`src/rtl/alu_response_checker_sat_counter.sv`:
```
// Saturating up-counter with synchronous clear; clear wins over increment.
module alu_response_checker_sat_counter #(
  parameter int unsigned Width = 16
) (
  input  logic             clk,
  input  logic             rst_n,
  input  logic             clr_i,
  input  logic             inc_i,
  output logic [Width-1:0] count_o
);

  logic [Width-1:0] count_q, count_d;

  // Next count: clear, else increment unless already all-ones
  always_comb begin
    count_d = count_q;
    if (clr_i) begin
      count_d = '0;
    end else if (inc_i && (count_q != {Width{1'b1}})) begin
      count_d = count_q + Width'(1);
    end
  end

  // Count register
  always_ff @(posedge clk or negedge rst_n) begin
    if (!rst_n) begin
      count_q <= '0;
    end else begin
      count_q <= count_d;
    end
  end

  assign count_o = count_q;

endmodule

```
`config.mk`:
```
export PLATFORM = sky130hd
export DESIGN_NAME = alu_response_checker_sat_counter
export DESIGN_NICKNAME = d
export VERILOG_FILES = /design/src/rtl/alu_response_checker_sat_counter.sv
export SDC_FILE = /design/constraint.sdc
export NUM_CORES = 1
export LEC_CHECK = 0
export CORE_UTILIZATION = 40
export CTS_CLUSTER_SIZE = 30
export DETAILED_ROUTE_END_ITERATION = 16
export PLACE_DENSITY = 0.73
export SYNTH_ARGS = -nofsm -noshare
export SYNTH_HDL_FRONTEND = slang
export SYNTH_SLANG_ARGS = --single-unit
```
`constraint.sdc`:
```
create_clock -name clk -period 2.3 [get_ports clk]
set_clock_uncertainty 0.2 [all_clocks]
set_input_delay 0.23 -clock clk [delete_from_list [all_inputs] [get_ports clk]]
set_output_delay 0.23 -clock clk [all_outputs]
set_load 0.1 [all_outputs]
```
==> results_dict.tcl <==
set metrics [dict create \
    outcome "completed" \
    via_density 6.05 \
    setup_total_negative_slack_ps 0 \
    clock_tree_from_tritoncts "yes" \
    chipHeight_microns 50.5 \
    yosys.cell_count.top_type "dfrtp_1" \
    cts_setup_buffers 0 \
    gr-usage-all-layers_pct 19.6 \
    ff2ff_setup_slack_ps 160 \
    h-tree-depth 1 \
    timing.critical_path.arrival_ps 2110 \
    initial_antenna_violation_count 0 \
    worstHoldPathType "in2async" \
    drt_first_pass_iters 4 \
    num_antenna_cells 0 \
    worst_setup_hold_path_clk_slew_ps 90 \
    post_synthesis_compound_gate_area_fraction_pct 16.2 \
    adder_cell_share_of_the_synthesized_area_pct 1.33 \
    finish.net_count 128 \
    syn_inst 98 \
    setup.worst_path.end_class "flop" \
    floorplan.die.width_microns 50.5 \
    layout.cell_area.non_filler_sq_mm 0.00120 \
    largest_reg_flops 16 \
    multi_input_comb_area_sq_um 507 \
    synthesis.area_sq_um 942 \
    cap_viol_max_count 0 \
    synth_sequential_area_ratio_pct 42.5 \
    synth.top_cells.by_count "dfrtp_1 (16), a21oi_1 (11), o31ai_1 (7)" \
    hold_viol_final 0 \
    globalRoute.totalOverflow 0 \
    fill_cells 212 \
    final_min_period_over_clock_period_pct 92.9 \
    cts.sinks 16 \
    rsz0062_at_grt "no" \
    final_layout_size_suffix_gt1_share_pct 42.1 \
    vdd.ir_drop.worst_mv 0.302 \
    seq_area_sq_um 425 \
    synthArstFlopShare_pct 100 \
    buffer_ports.inserted 19 \
    yosysUniqueCellTypes 28 \
    synthesis.nets 103 \
    timing.critical_path.required_ps 2270 \
    placer_congestion_estimate 0.824 \
    power_density_mw_per_mm2 408 \
    worst_r2r_dst "count_o[1]" \
    drt-total-wl_microns 2190 \
    ios 20 \
    worst_r2r_startpoint "count_o[0]" \
    min_cycle_time_layout_ps 2140 \
    core-area_sq_mm 0.00221 \
    final.hold.worst_slack_ps 37.8 \
    max-slew-margin-rel_pct 66.1 \
    critical_path.max_fanout 8 \
    synth.top_cells.by_area "dfrtp_1 (42%), a21oi_1 (5.8%), o31ai_1 (5.6%)" \
    total_power_mw 0.488 \
    detailed_route_via_count 902 \
    r2r_cells 7 \
    final_util_pct 54.1 \
    warning_count_from_the_yosys_run 0 \
    dpl-instance-area_sq_mm 0.00117 \
    finish.cell_count_without_fillers 149 \
    grt_max_degree 17 \
    dp.cells 146 \
    cellLeakagePower_nw 0.485 \
    final_ant_viol_nets 0 \
    final-max-slew-violation-count 0 \
    synth_top_family_by_area "simple AND/OR/NAND/NOR gates" \
    yosys.area_share.simple_pct 31.2 \
    critical_path.startpoint_type "flop" \
    yosys.area_share.xor_xnor_pct 0 \
    maxClockFrequency_mhz 468 \
    first_global_vias 858 \
    dieArea_sq_mm 0.00255 \
    tritoncts.num_buffers 3 \
    timing.final.ws_setup_ps 164 \
    floorplan.initialDensity_pct 42.6 \
    synth-edff-count 0 \
    area.growth.synth_to_final_pct 27.0 \
    dp.final_hpwl_microns 1610 \
    cts.root.buffer_cell "clkbuf_4" \
    avgSynthCellArea_sq_um 9.61 \
    setup-violations-final 0 \
    grt_first_pass_wirelength_microns 3840 \
    fp-row-count 17 \
    synth_top_area_cell "dfrtp_1" \
    clock_tree.buffer_depth 2 \
    clkLatencyLatePin_ps 280 \
    timing.setup.critical_path_class "reg2reg" \
    synth_ff_type "dfrtp_1" \
    yosys-mux-area-fraction_pct 4.78 \
    register_bit_total_from_synthesis 16 \
    synth_top_area_share_pct 42.5 \
    first_iter_violations 31 \
    tightest_slew_ps 504 \
    wl_per_cell_microns 14.7 \
    drc 0 \
    detailedPlace.worstSlack_ps 134 \
]
==> layer usage <==
metal	part of all wire (%)	GRT usage, %
met1	47	23.8
met2	48	33.6
met3	3.9	3.33
met4	1.0	8.80
met5	0	0
==> layout by cell type (no fill, tap or decap), drive strengths merged <==
cell	n
buf	22
dfrtp	16
a21oi	11
o31ai	7
nand4	7
or4	7
nand2	6
nor4	5
nor2b	4
nor2	4
mux2	4
o21ai	4
inv	3
nand3	3
clkbuf	3
clkdlybuf4s50	3
or3	3
and4	2
and3	2
nand3b	1
o211ai	1
nor3	1
a211oi	1
ha	1
==> where the power goes <==
| group | total, mW | switching [mW] | internal [mW] |
|---|---|---|---|
| logic | 0.0563 | 0.0405 | 0.0158 |
| registers | 0.289 | 0.00366 | 0.285 |
| clock network | 0.143 | 0.0826 | 0.0606 |
| total | 0.488 | 0.127 | 0.361 |
==> repair_timing <==
| action | CTS | global route |
|---|---|---|
| setup endpoints to repair | 0 | 2 |
| hold buffers | 0 | 0 |
| gates resized for setup | 0 | 1 |
==> worst max path at each step <==
stage | end | slack, ps | startpoint | depth (start not counted)
3_5_place_dp | count_o[1] | 130 | count_o[0] | 7
5_1_grt | count_o[1] | 30 | count_o[0] | 7
4_1_cts | count_o[1] | 110 | count_o[0] | 7
6_report | count_o[1] | 160 | count_o[0] | 7
2_1_floorplan | count_o[15] | 60 | count_o[1] | 5
3_3_place_gp | count_o[1] | 170 | count_o[0] | 7
==> logic make-up after synthesis <==
kind of cell	count (synthesis)
compound gates	24
flops	16
simple gates	45
buf+inv	8
fa+ha+maj	1
mux	4
==> worst max-delay path, stage by stage, from the launching register on <==
cell      delay (ps)
dfrtp_4          450
ha_2             220
nand4_2          130
nor4_4           510
buf_4            220
buf_4            130
nand3b_1         110
a21oi_1           60
==> area by class of cell <==
type                    count  share of cell area, %
clock buffers               3                   1.88
inverters                   3                  0.941
multi-input cells          74                   42.4
flip-flops and latches     16                   35.6
well taps                  28                   2.93
repair buffers             25                   16.3
Note: power is estimated with default switching activity, not from simulation.
